## src/rtl/gain_agc_pkg.sv

```systemverilog
// rtl/gain_agc_pkg.sv - shared widths and helpers for the digital gain / AGC block
package gain_agc_pkg;

  localparam int DEF_IN_W    = 32;
  localparam int DEF_OUT_W   = 16;
  localparam int DEF_NCH     = 4;
  localparam int DEF_CNT_W   = 9;
  localparam int DEF_SHIFT_W = 6;
  localparam int MAX_SHIFT   = DEF_IN_W - DEF_OUT_W;

  // Working width for helpers so they serve any IN_W below it
  localparam int WIDE_W = 64;
  localparam logic signed [WIDE_W-1:0] WIDE_ONE = {{(WIDE_W-1){1'b0}}, 1'b1};

  // Index of the highest set bit; 0 when no bit is set
  function automatic int msb_index(input logic [WIDE_W-1:0] value);
    int idx;
    idx = 0;
    for (int i = 0; i < WIDE_W; i++) begin
      if (value[i]) idx = i;
    end
    return idx;
  endfunction

  // Clamp a signed value into the signed out_w-bit range, flagging clipping
  function automatic logic signed [WIDE_W-1:0] sat_to_out(
    input  logic signed [WIDE_W-1:0] value,
    input  int                       out_w,
    output logic                     sat
  );
    logic signed [WIDE_W-1:0] hi;
    logic signed [WIDE_W-1:0] lo;
    logic signed [WIDE_W-1:0] res;
    hi = (WIDE_ONE <<< (out_w - 1)) - WIDE_ONE;
    lo = -hi - WIDE_ONE;
    sat = 1'b1;
    if (value > hi) begin
      res = hi;
    end else if (value < lo) begin
      res = lo;
    end else begin
      res = value;
      sat = 1'b0;
    end
    return res;
  endfunction

endpackage

```

## src/rtl/gain_slice.sv

```systemverilog
// rtl/gain_slice.sv - one channel: optional round (GAIN_ROUND_EN), arithmetic shift, saturate
module gain_slice
  import gain_agc_pkg::*;
#(
  parameter int IN_W    = DEF_IN_W,
  parameter int OUT_W   = DEF_OUT_W,
  parameter int SHIFT_W = DEF_SHIFT_W
) (
  input  logic [IN_W-1:0]    x,
  input  logic [SHIFT_W-1:0] shift,
  output logic [OUT_W-1:0]   y,
  output logic               sat
);

  logic signed [IN_W:0]     ext;
  logic signed [IN_W:0]     shifted;
  logic signed [WIDE_W-1:0] wide;

  // One extra bit of headroom keeps the rounding add from wrapping
  always_comb begin
    ext = $signed({x[IN_W-1], x});
`ifdef GAIN_ROUND_EN
    if (shift != '0) begin
      ext = ext + $signed({{IN_W{1'b0}}, 1'b1} << (shift - 1'b1));
    end
`endif
    shifted = ext >>> shift;
    wide    = {{(WIDE_W-IN_W-1){shifted[IN_W]}}, shifted};
    sat     = 1'b0;
    y       = OUT_W'(sat_to_out(wide, OUT_W, sat));
  end

endmodule

```

## src/rtl/digital_gain_agc.sv

```systemverilog
// rtl/digital_gain_agc.sv - multi-channel gain stage with frame-peak AGC; GAIN_ROUND_EN enables rounding
module digital_gain_agc
  import gain_agc_pkg::*;
#(
  parameter int IN_W    = DEF_IN_W,
  parameter int OUT_W   = DEF_OUT_W,
  parameter int NCH     = DEF_NCH,
  parameter int CNT_W   = DEF_CNT_W,
  parameter int SHIFT_W = DEF_SHIFT_W
) (
  input  logic                   clk,
  input  logic                   rst,
  input  logic                   ms_in,
  input  logic                   in_valid,
  input  logic [NCH*IN_W-1:0]    data_in,
  input  logic                   en_sync_in,
  input  logic [CNT_W-1:0]       cnt_sync_in,
  input  logic                   auto_mode,
  input  logic [SHIFT_W-1:0]     scaled_coeff,
  output logic [NCH*OUT_W-1:0]   data_out,
  output logic                   out_valid,
  output logic                   en_sync_out,
  output logic [CNT_W-1:0]       cnt_sync_out,
  output logic [IN_W-1:0]        max_out,
  output logic                   max_valid,
  output logic [SHIFT_W-1:0]     coeff_used,
  output logic                   sat_flag
);

  localparam int              MAX_SH  = IN_W - OUT_W;
  localparam logic [IN_W-1:0] MAG_MAX = {1'b0, {(IN_W-1){1'b1}}};
  localparam logic [IN_W-1:0] NEG_MIN = {1'b1, {(IN_W-1){1'b0}}};

  // Most negative input has no positive twin, so it pins to the largest magnitude
  function automatic logic [IN_W-1:0] mag(input logic [IN_W-1:0] x);
    logic [IN_W-1:0] r;
    if (x == NEG_MIN)     r = MAG_MAX;
    else if (x[IN_W-1])  r = -x;
    else                 r = x;
    return r;
  endfunction

  logic [NCH*IN_W-1:0]  data1_q, data1_d;
  logic                 valid1_q, valid1_d;
  logic                 en1_q, en1_d;
  logic [CNT_W-1:0]     cnt1_q, cnt1_d;
  logic [NCH*OUT_W-1:0] data2_q, data2_d;
  logic                 sat2_q, sat2_d;
  logic                 valid2_q, valid2_d;
  logic                 en2_q, en2_d;
  logic [CNT_W-1:0]     cnt2_q, cnt2_d;
  logic [SHIFT_W-1:0]   coeff2_q, coeff2_d;
  logic [IN_W-1:0]      peak_q, peak_d;
  logic [IN_W-1:0]      max_q, max_d;
  logic                 max_valid_q, max_valid_d;
  logic [SHIFT_W-1:0]   agc_shift_q, agc_shift_d;

  logic [IN_W-1:0]      cur_mag;
  logic [IN_W-1:0]      lane_mag;
  logic [SHIFT_W-1:0]   shift_sel;
  logic [NCH*OUT_W-1:0] slice_y;
  logic [NCH-1:0]       slice_sat;
  int                   peak_msb;
  int                   agc_calc;

  // Largest magnitude among the channels presented this cycle
  always_comb begin
    cur_mag  = '0;
    lane_mag = '0;
    for (int k = 0; k < NCH; k++) begin
      lane_mag = mag(data_in[k*IN_W +: IN_W]);
      if (lane_mag > cur_mag) cur_mag = lane_mag;
    end
  end

  // Shift for the sample now in stage 1: AGC result or clamped manual value
  always_comb begin
    if (auto_mode)                              shift_sel = agc_shift_q;
    else if (scaled_coeff > SHIFT_W'(MAX_SH))   shift_sel = SHIFT_W'(MAX_SH);
    else                                        shift_sel = scaled_coeff;
  end

  // Shift that would bring the running peak just inside the output window
  always_comb begin
    peak_msb = msb_index(WIDE_W'(peak_q));
    agc_calc = peak_msb + 1 - (OUT_W - 1);
    if (peak_q == '0 || agc_calc < 0) agc_calc = 0;
    else if (agc_calc > MAX_SH)       agc_calc = MAX_SH;
  end

  for (genvar k = 0; k < NCH; k++) begin : g_slice
    gain_slice #(
      .IN_W    (IN_W),
      .OUT_W   (OUT_W),
      .SHIFT_W (SHIFT_W)
    ) u_slice (
      .x     (data1_q[k*IN_W +: IN_W]),
      .shift (shift_sel),
      .y     (slice_y[k*OUT_W +: OUT_W]),
      .sat   (slice_sat[k])
    );
  end

  // Next state: two free-running pipeline stages plus frame peak / AGC update
  always_comb begin
    data1_d     = data_in;
    valid1_d    = in_valid;
    en1_d       = en_sync_in;
    cnt1_d      = cnt_sync_in;
    data2_d     = slice_y;
    sat2_d      = |slice_sat;
    valid2_d    = valid1_q;
    en2_d       = en1_q;
    cnt2_d      = cnt1_q;
    coeff2_d    = shift_sel;
    peak_d      = peak_q;
    max_d       = max_q;
    max_valid_d = 1'b0;
    agc_shift_d = agc_shift_q;
    if (ms_in) begin
      max_d       = peak_q;
      max_valid_d = 1'b1;
      agc_shift_d = SHIFT_W'(agc_calc);
      peak_d      = in_valid ? cur_mag : '0;
    end else if (in_valid && (cur_mag > peak_q)) begin
      peak_d = cur_mag;
    end
  end

  // State registers with synchronous clear
  always_ff @(posedge clk) begin
    if (rst) begin
      data1_q     <= '0;
      valid1_q    <= 1'b0;
      en1_q       <= 1'b0;
      cnt1_q      <= '0;
      data2_q     <= '0;
      sat2_q      <= 1'b0;
      valid2_q    <= 1'b0;
      en2_q       <= 1'b0;
      cnt2_q      <= '0;
      coeff2_q    <= '0;
      peak_q      <= '0;
      max_q       <= '0;
      max_valid_q <= 1'b0;
      agc_shift_q <= '0;
    end else begin
      data1_q     <= data1_d;
      valid1_q    <= valid1_d;
      en1_q       <= en1_d;
      cnt1_q      <= cnt1_d;
      data2_q     <= data2_d;
      sat2_q      <= sat2_d;
      valid2_q    <= valid2_d;
      en2_q       <= en2_d;
      cnt2_q      <= cnt2_d;
      coeff2_q    <= coeff2_d;
      peak_q      <= peak_d;
      max_q       <= max_d;
      max_valid_q <= max_valid_d;
      agc_shift_q <= agc_shift_d;
    end
  end

  assign data_out     = data2_q;
  assign sat_flag     = sat2_q;
  assign out_valid    = valid2_q;
  assign en_sync_out  = en2_q;
  assign cnt_sync_out = cnt2_q;
  assign coeff_used   = coeff2_q;
  assign max_out      = max_q;
  assign max_valid    = max_valid_q;

endmodule
```

## config.mk

```make
export PLATFORM = sky130hd
export DESIGN_NAME = digital_gain_agc
export DESIGN_NICKNAME = d
export VERILOG_FILES = /design/src/rtl/gain_agc_pkg.sv /design/src/rtl/gain_slice.sv /design/src/rtl/digital_gain_agc.sv
export SDC_FILE = /design/constraint.sdc
export NUM_CORES = 1
export LEC_CHECK = 0
export BUFFER_PORTS_ARGS = -buffer_cell sky130_fd_sc_hd__buf_2
export CAP_MARGIN = 0
export CORE_ASPECT_RATIO = 0.7
export CORE_MARGIN = 2
export CORE_UTILIZATION = 45
export DETAILED_ROUTE_END_ITERATION = 8
export PLACE_DENSITY = 0.61
export REMOVE_ABC_BUFFERS = 1
export SLEW_MARGIN = 20
export SYNTH_ARGS = -nofsm -noshare
export SYNTH_HDL_FRONTEND = slang
export SYNTH_SLANG_ARGS = --single-unit
```

## constraint.sdc

```tcl
create_clock -name clk -period 15 [get_ports clk]
set_clock_uncertainty 0.05 [all_clocks]
set_input_delay 0.75 -clock clk [delete_from_list [all_inputs] [get_ports clk]]
set_output_delay 0.75 -clock clk [all_outputs]
set_load 0.05 [all_outputs]
```

# After elaboration in Yosys (flattened, before gate mapping)
# Index checks and enable logic that the tools add are counted.
# totals
regBits	292
out_inout_bits	115
wordCells	124
inputBits	149
# op_classes
n_reduce_logical	9
mux	67
shift	4
n_lt_le_gt_ge	16
addsub	6
n_eq_ne	4
# ops
cell	count
two-way mux 32 bit	45
greater-than comparator 33 x 16 -> 1 bit (second input constant)	4
less-than comparator 33 x 16 -> 1 bit (second input constant)	4
>>> shifter 32 x 6 -> 33 bit	4
== test 32 bit (second input constant)	4
greater-than comparator 32 bit	4
negation 32 bit	4
two-way mux 16 bit	4
two-way mux 15 bit	4
adder 32 x 2 -> 32 bit (second input constant)	1
greater-than comparator 32 x 1 -> 1 bit (second input constant)	1
greater-than comparator 32 x 6 -> 1 bit (second input constant)	1
logical NOT 32 bit	1
less-than comparator 32 x 1 -> 1 bit (second input constant)	1
subtractor 32 x 5 -> 32 bit (second input constant)	1
two-way mux 6 bit	4
two-way mux 1 bit	10
OR reduction 2 bit	4
greater-than comparator 6 x 5 -> 1 bit (second input constant)	1
OR reduction 4 bit	1
nonzero test 2 bit	1
logical AND 1 bit	1
logical OR 1 bit	1

# Longest topological paths before layout
# Gate-level depths: netlist (run 1).
# depth
depth_word	36
ltp_mapped	60
mapped_depth_nobuf	53

# Cells and area by module
# A second synthesis (run 1) with hierarchy kept.
# unflattened
hier_cells	3038
area_unflattened_um2	26606.8
# modules_own_cells
mod	instances	seq_area_each_um2	area_per_inst_um2	cells_per_inst
digital_gain_agc	1	5845.6	16271.9	1894
gain_slice	4	0.0	2583.7	286

# Worst setup path after synthesis (run 1)
# OpenSTA, ideal clock, no wires.
# synth_path
path_type	input -> register
startpoint	input port data_in[6]
endpoint	register peak_q[3]
t_required_ps	14819
setup_time_ps	131
stages	54
path_buffers	10
arrival_ps	12093
setup_slack_ps	2726
path_cell_list	or4_1 or4_1 or4_4 nor2_4 buf_1 clkbuf_1 nor2_1 ha_1 nand4_1 nor3_1 and2_1 o221a_2 o31a_1 o31a_1 clkbuf_1 clkbuf_1 clkbuf_1 o21a_1 (+18 left out) a221oi_1 nor2_1 clkbuf_1 clkbuf_1 o21ai_0 ha_1 nand2_1 nor3_1 nand4_1 or4_1 o21a_1 and3_1 a21oi_1 nand2_1 and2_0 clkbuf_1 a22oi_1 o21ai_0
# synth_via
elab_chain_cells	14
word_cells_on_any_way	18
classes_between	add/sub: 1; order compare: 5; eq/ne: 1; mux: 9; reduce/logical: 2
# synth_lines
item	line	text
start: declaration	digital_gain_agc.sv:15	input logic [NCH*IN_W-1:0] data_in,
negation 32 bit	digital_gain_agc.sv:38	else if (x[IN_W-1]) r = -x;
two-way mux 32 bit	digital_gain_agc.sv:38	
two-way mux 32 bit (*)	digital_gain_agc.sv:37	if (x == NEG_MIN) r = MAG_MAX;
greater-than comparator 32 x 1 -> 1 bit	digital_gain_agc.sv:72	if (lane_mag > cur_mag) cur_mag = lane_mag;
two-way mux 32 bit (*)	digital_gain_agc.sv:72	
greater-than comparator 32 bit	digital_gain_agc.sv:72	
two-way mux 32 bit (*)	digital_gain_agc.sv:72	
greater-than comparator 32 bit	digital_gain_agc.sv:72	
two-way mux 32 bit (*)	digital_gain_agc.sv:72	
greater-than comparator 32 bit	digital_gain_agc.sv:72	
two-way mux 32 bit (*)	digital_gain_agc.sv:72	
greater-than comparator 32 bit	digital_gain_agc.sv:125	end else if (in_valid && (cur_mag > peak_q)) begin
logical AND 1 bit	digital_gain_agc.sv:125	
nonzero test 2 bit (no line)	--	
end signal: assignment	digital_gain_agc.sv:158	peak_q <= peak_d;
end: declaration	digital_gain_agc.sv:53	logic [IN_W-1:0] peak_q, peak_d;
# Every way passes the cells marked *; elsewhere a longest branch is shown, timed or not. The select of a mux whose other input is x is not followed.
# A chain may end at the register's enable or synchronous reset.

# Worst setup path in the final report (run 1)
# layout_path
startpoint	input port data_in[6]
endpoint	register peak_q[5]
# Same word-level chain as after synthesis.

==> flow_metrics.env, run 1 <==
export IMPL_status="finished with violations"
export IMPL_violations="design-rule violations"
export IMPL_grt_ovfl_total=0
export IMPL_grt_met3_usage_pct=6.745
export IMPL_grt_use_total_pct=33.47
export IMPL_clkTransAtPathRegs_ns=0.07
export IMPL_max_stage_delay_ns=0.85
export IMPL_synth_edf_count=0
export IMPL_cts_max_path_buffers=3
export IMPL_setup_ws_ns=1.355
export IMPL_antenna_found_initial=15
export IMPL_crit_type="primary input to register"
export IMPL_synth_ff_type="dfxtp_1"
export IMPL_port_buffer_count=263
export IMPL_dr_pass1_iters=9
export IMPL_grt_pass1_vias=23473
export IMPL_rsz0062_at_grt="no"
export IMPL_tns_ns=0
export IMPL_cp_end_kind="register"
export IMPL_maxCapViolCount=0
export IMPL_cp_max_fo=42
export IMPL_via_per_inst=6.296
export IMPL_postCtsSetupRepairBufs=0
export IMPL_hpwl_um=75000
export IMPL_vias=24990
export IMPL_place_area_um2=25460
export IMPL_critPathLaunchType="primary input"
export IMPL_grtUsageMet1_pct=49.31
export IMPL_htreeDepth=1
export IMPL_total_power_mw=3.676
export IMPL_avgSynthCellArea_um2=7.626
export IMPL_arrival_ns=14.05
export IMPL_gp_congestion=1.037
export IMPL_tritoncts="built"
export IMPL_yosysWarnings=0
export IMPL_io_pins=264
export IMPL_rows=70
export IMPL_layout_common_cells="439 x nand2_1, 292 x dfxtp_1, 262 x buf_2, 236 x mux2i_1, 219 x a21oi_1"
export IMPL_avgRoutedWirePerCell_um=23.99
export IMPL_drive_gt1_share_pct=14.03
export IMPL_clkLatencyLatePin_ns=0.60
export IMPL_synth_seq_cells=292
export IMPL_dpl_worst_slack_ns=1.222
export IMPL_routed_wl_um=95210
export IMPL_initial_core_util_pct=45.62
export IMPL_final_common_cell="nand2_1"
export IMPL_synth_cells=3133
export IMPL_die_h_um=196.8
export IMPL_worstPathRequired_ns=15.40
export IMPL_finalNetCount=3531
export IMPL_ant_nets=0
export IMPL_hold_path_class="primary input to register"
export IMPL_syn_area_um2=23890
export IMPL_drc_errors=1
export IMPL_yosysSeqAreaShare_pct=24.47
export IMPL_peakVddDrop_mv=0.1182
export IMPL_setup_viol=0
export IMPL_dieArea_um2=54980
export IMPL_grtUsageMet2_pct=49.39
export IMPL_grt_pass1_wl_um=142700
export IMPL_relSlewSlack_pct=32.88
export IMPL_grt_max_degree=74
export IMPL_fin_hold_ws_ns=0.3062
export IMPL_cts_sinks=292
export IMPL_synth_async_reset_ratio_pct=0
export IMPL_ctsResizeCount=0
export IMPL_power_per_cell_area_nw_per_um2=138.6
export IMPL_cts_root_buf="clkbuf_16"
export IMPL_fin_area_um2=26520
export IMPL_worst_path_max_delay_cell="o31ai_1"
export IMPL_ys_types=93
export IMPL_cts_hold_buffers=0
export IMPL_worst_pin_slew_ns=1.005
export IMPL_post_route_period_util_pct=90.96
export IMPL_maxSlewViolCount=0
export IMPL_drt_iter0_markers=2794
export IMPL_power_leakage_nw=12.19
export IMPL_period_needed_ns=13.64
export IMPL_area_growth_pct=10.98
export IMPL_fmax_mhz=73.29
export IMPL_gr_max_usage_layer="met2"
export IMPL_die_width_um=279.4
export IMPL_cts_buffers=31
export IMPL_coreArea_um2=52380
export IMPL_hold_violations=0
report_power, final:
| part | switching (mW) | internal (mW) |
|---|---|---|
| Combinational | 1.26 | 0.660 |
| Clock | 0.350 | 0.437 |
| Sequential | 0.0951 | 0.876 |
| Total | 1.70 | 1.97 |
sequential cells by signal (all words and copies together) (netlist names):
name / cells
data1_q: 128
data_out: 64
max_out: 32
peak_q: 32
cnt1_q: 9
cnt_sync_out: 9
agc_shift_q: 6
coeff_used: 6
en1_q: 1
en_sync_out: 1
max_valid: 1
out_valid: 1
sat_flag: 1
valid1_q: 1
cell families after synthesis:
family / count (synthesis) / synth area share, %
AND/OR/NAND/NOR: 1168 / 23.97
AO/OA/AOI/OAI: 835 / 22.73
adder cells (fa/ha/maj): 133 / 6.965
XOR/XNOR: 99 / 3.629
flip-flops: 292 / 24.47
multiplexers: 275 / 12.32
buffers and inverters: 331 / 5.913
worst max-delay path, delay by kind of cell:
| family | cells | cell delay [ns] |
|---|---|---|
| AOI/OAI and AO/OA | 13 | 3.41 |
| adders and majority gates | 4 | 1.20 |
| buffers and inverters | 4 | 0.82 |
| muxes | 2 | 1.04 |
| and+or+nand+nor | 23 | 6.75 |
metal layers:
layer	vias to the layer above	wire, um
li1	11587	-
met1	11961	44060
met2	1287	38920
met3	147	9629
met4	8	2546
met5	-	48
synthesized netlist by cell type (9+ instances only):
cell,instances,area share [%]
nand2_1,443,7.0
dfxtp_1,292,24
mux2i_1,237,9.9
a21oi_1,219,4.6
nor2_1,210,3.3
o21ai_0,174,3.6
nor2b_1,160,4.2
ha_1,133,7.0
clkbuf_1,127,2.0
nand3_1,108,2.3
inv_1,105,1.6
xor2_1,77,2.8
a211oi_1,53,1.7
buf_2,49,1.0
o31ai_1,49,1.5
o211ai_1,46,1.4
a22oi_1,45,1.4
a31oi_1,39,1.0
and3_1,35,0.92
nand4_1,34,0.89
a21o_1,33,1.0
nor3_1,31,0.65
buf_1,25,0.39
mux2_2,23,1.1
xnor2_1,22,0.81
buf_4,21,0.66
or4_1,21,0.66
and2_1,20,0.52
nor4_1,19,0.50
o22ai_1,16,0.42
o41ai_1,16,0.59
or3_1,15,0.39
a31o_2,13,0.48
a221o_1,12,0.50
a32oi_1,12,0.44
mux4_2,12,1.1
nand2b_1,10,0.26
o21a_1,10,0.31
a311oi_1,9,0.33
o21bai_1,9,0.28
worst paths after layout:
| kind | start | slack [ns] | cells after the start | end |
|---|---|---|---|---|
| max | data_in[6] | 1.36 | 46 | peak_q[5]$_SDFFE_PP0P_ |
| min | cnt_sync_in[3] | 0.31 | 2 | cnt1_q[3]$_SDFF_PP0_ |
| max reg2reg | agc_shift_q[2]$_SDFFE_PP0P_ | 9.37 | 12 | sat_flag$_SDFF_PP0_ |
| min reg2reg | cnt1_q[7]$_SDFF_PP0_ | 0.39 | 1 | cnt_sync_out[7]$_SDFF_PP0_ |
stage by stage:
stage | cells | util, %
3_5_place_dp | 3900 | 48.60
6_report | 3969 | 50.63
4_1_cts | 3956 | 50.56
5_1_grt | 3960 | 50.58
3_3_place_gp | 3900 | 48.60
2_1_floorplan | 2907 | -
layout make-up:
type,count,area (um^2)
clock buffers,37,838.3
fillers,5273,25860
clock inverters,19,188.9
inverters,105,394.1
repair buffers,309,1670
flip-flops and latches,292,5846
well taps,684,855.8
multi-input cells,2510,16690
diodes,13,32.53
Note: power is estimated with default switching activity, not from simulation.
==> run 2: changes to the inputs <==
--- a/config.mk
+++ b/config.mk
@@ -10,6 +10,7 @@
 export CORE_ASPECT_RATIO = 0.7
 export CORE_MARGIN = 2
 export CORE_UTILIZATION = 45
+export CTS_BUF_LIST = sky130_fd_sc_hd__clkbuf_4
 export DETAILED_ROUTE_END_ITERATION = 8
 export PLACE_DENSITY = 0.61
 export REMOVE_ABC_BUFFERS = 1
==> flow_metrics.env, run 2 (synthesis gave the netlist of run 1 again) <==
export IMPL_status="finished clean"
export IMPL_maxSlewViolCount=0
export IMPL_worstHoldStart="cnt_sync_in[2]"
export IMPL_hold_depth=2
export IMPL_drc_errors=0
export IMPL_io_pins=264
export IMPL_crit_type="primary input to register"
export IMPL_power_per_cell_area_nw_per_um2=137.1
export IMPL_cts_max_path_buffers=3
export IMPL_r2r_worst_path_cells=12
export IMPL_fin_area_um2=26490
export IMPL_finalNetCount=3576
export IMPL_arrival_ns=13.87
export IMPL_critPathLaunchType="primary input"
export IMPL_ff2ff_setup_slack_ns=9.43
export IMPL_maxCapViolCount=0
export IMPL_worstReg2RegStart="agc_shift_q[2]$_SDFFE_PP0P_"
export IMPL_placedCellCount=3900
export IMPL_hold_path_class="primary input to register"
export IMPL_tritoncts="built"
export IMPL_largest_reg_flops=128
export IMPL_grt_pass1_wl_um=144000
export IMPL_cp_max_fo=42
export IMPL_final_common_cell="nand2_1"
export IMPL_fmax_mhz=75.41
export IMPL_postCtsSetupRepairBufs=0
export IMPL_layout_common_cells="439 x nand2_1, 292 x dfxtp_1, 262 x buf_2, 236 x mux2i_1, 219 x a21oi_1"
export IMPL_worst_path_max_delay_cell="o31a_2"
export IMPL_wl_met3_um=9875
export IMPL_rows=70
export IMPL_period_needed_ns=13.26
export IMPL_via_per_inst=6.243
export IMPL_grt_ovfl_total=0
export IMPL_fin_hold_ws_ns=0.09292
export IMPL_worstPathRequired_ns=15.61
export IMPL_cts_root_buf="clkbuf_4"
export IMPL_power_leakage_nw=12.27
export IMPL_ant_nets=0
export IMPL_die_h_um=196.8
export IMPL_antenna_found_initial=17
export IMPL_total_power_mw=3.630
export IMPL_rsz0062_at_grt="no"
export IMPL_drive_gt1_share_pct=15.66
export IMPL_worst_pin_slew_ns=1.012
export IMPL_hpwl_um=75000
export IMPL_highest_layer="met5"
export IMPL_tns_ns=0
export IMPL_cts_hold_buffers=0
export IMPL_drt_met1_wl_um=44210
export IMPL_avgRoutedWirePerCell_um=23.76
export IMPL_setup_viol=0
export IMPL_die_width_um=279.4
export IMPL_port_buffer_count=263
export IMPL_gp_congestion=1.037
export IMPL_coreArea_um2=52380
export IMPL_clkLatencyLatePin_ns=0.86
export IMPL_fillers=5313
export IMPL_reg2reg_to="sat_flag$_SDFF_PP0_"
export IMPL_wl_met2_um=39430
export IMPL_max_stage_delay_ns=0.63
export IMPL_cp_end_kind="register"
export IMPL_fin_cells=4046
export IMPL_dr_pass1_iters=6
export IMPL_cts_sinks=292
export IMPL_initial_core_util_pct=45.62
export IMPL_place_area_um2=25460
export IMPL_grt_pass1_vias=23887
export IMPL_ctsResizeCount=0
export IMPL_htreeDepth=3
export IMPL_dieArea_um2=54980
export IMPL_relSlewSlack_pct=32.51
export IMPL_routed_wl_um=96120
export IMPL_drt_iter0_markers=3002
export IMPL_cts_buffers=76
export IMPL_post_route_period_util_pct=88.41
export IMPL_clkTransAtPathRegs_ns=0.07
export IMPL_hold_end="cnt1_q[2]$_SDFF_PP0_"
export IMPL_grt_max_degree=74
export IMPL_area_growth_pct=10.87
export IMPL_top_register="data1_q"
export IMPL_vias=25258
export IMPL_grt_use_total_pct=33.98
export IMPL_peakVddDrop_mv=0.09470
export IMPL_hold_violations=0
[run 2: worst max path at each step]
stage | start | to | slack [ns] | cells after the start
2_1_floorplan | data_in[6] | peak_q[29]$_SDFFE_PP0P_ | -0.36 | 43
4_1_cts | data_in[6] | peak_q[9]$_SDFFE_PP0P_ | 2.06 | 45
3_5_place_dp | data_in[6] | peak_q[9]$_SDFFE_PP0P_ | 1.22 | 45
6_report | data_in[6] | peak_q[12]$_SDFFE_PP0P_ | 1.74 | 44
3_3_place_gp | data_in[6] | peak_q[7]$_SDFFE_PP0P_ | 1.34 | 49
5_1_grt | data_in[6] | peak_q[12]$_SDFFE_PP0P_ | 0.82 | 45
[run 2: stage by stage]
step | util, % | setup slack (ns)
4_1_cts | 50.50 | 2.056
5_1_grt | 50.53 | 0.8224
6_report | 50.57 | 1.739
3_5_place_dp | 48.60 | 1.222
2_1_floorplan | - | -0.3607
3_3_place_gp | 48.60 | 1.336
[run 2: power breakdown]
part	switching, mW	leakage (nW)	internal [mW]
clock network	0.370	0.574	0.377
logic	1.25	9.27	0.660
registers	0.0953	2.42	0.876
total	1.72	12.3	1.91
[run 2: worst max-delay path, delay by kind of cell]
kind / cells / cell delay [ns]
and+or+nand+nor: 23 / 6.83
AOI/OAI and AO/OA: 11 / 2.95
adders and majority gates: 4 / 1.42
muxes: 2 / 0.99
buffers and inverters: 4 / 0.89
[run 2: layout make-up]
cell class	count	area (um^2)	area share, %
tap	684	855.8	3.231
multi-input combinational	2510	16690	63.01
sequential	292	5846	22.07
inverter	105	394.1	1.488
clock buffer	104	780.7	2.948
clock inverter	27	214.0	0.8077
timing repair buffer	309	1670	6.306
antenna	15	37.54	0.1417
[run 2: layer usage]
layer  global-route usage [%]  up-vias
li1                         -    11709
met1                    49.16    12038
met2                    49.51     1339
met3                    8.262      164
met4                    10.18        8
met5                        0        -
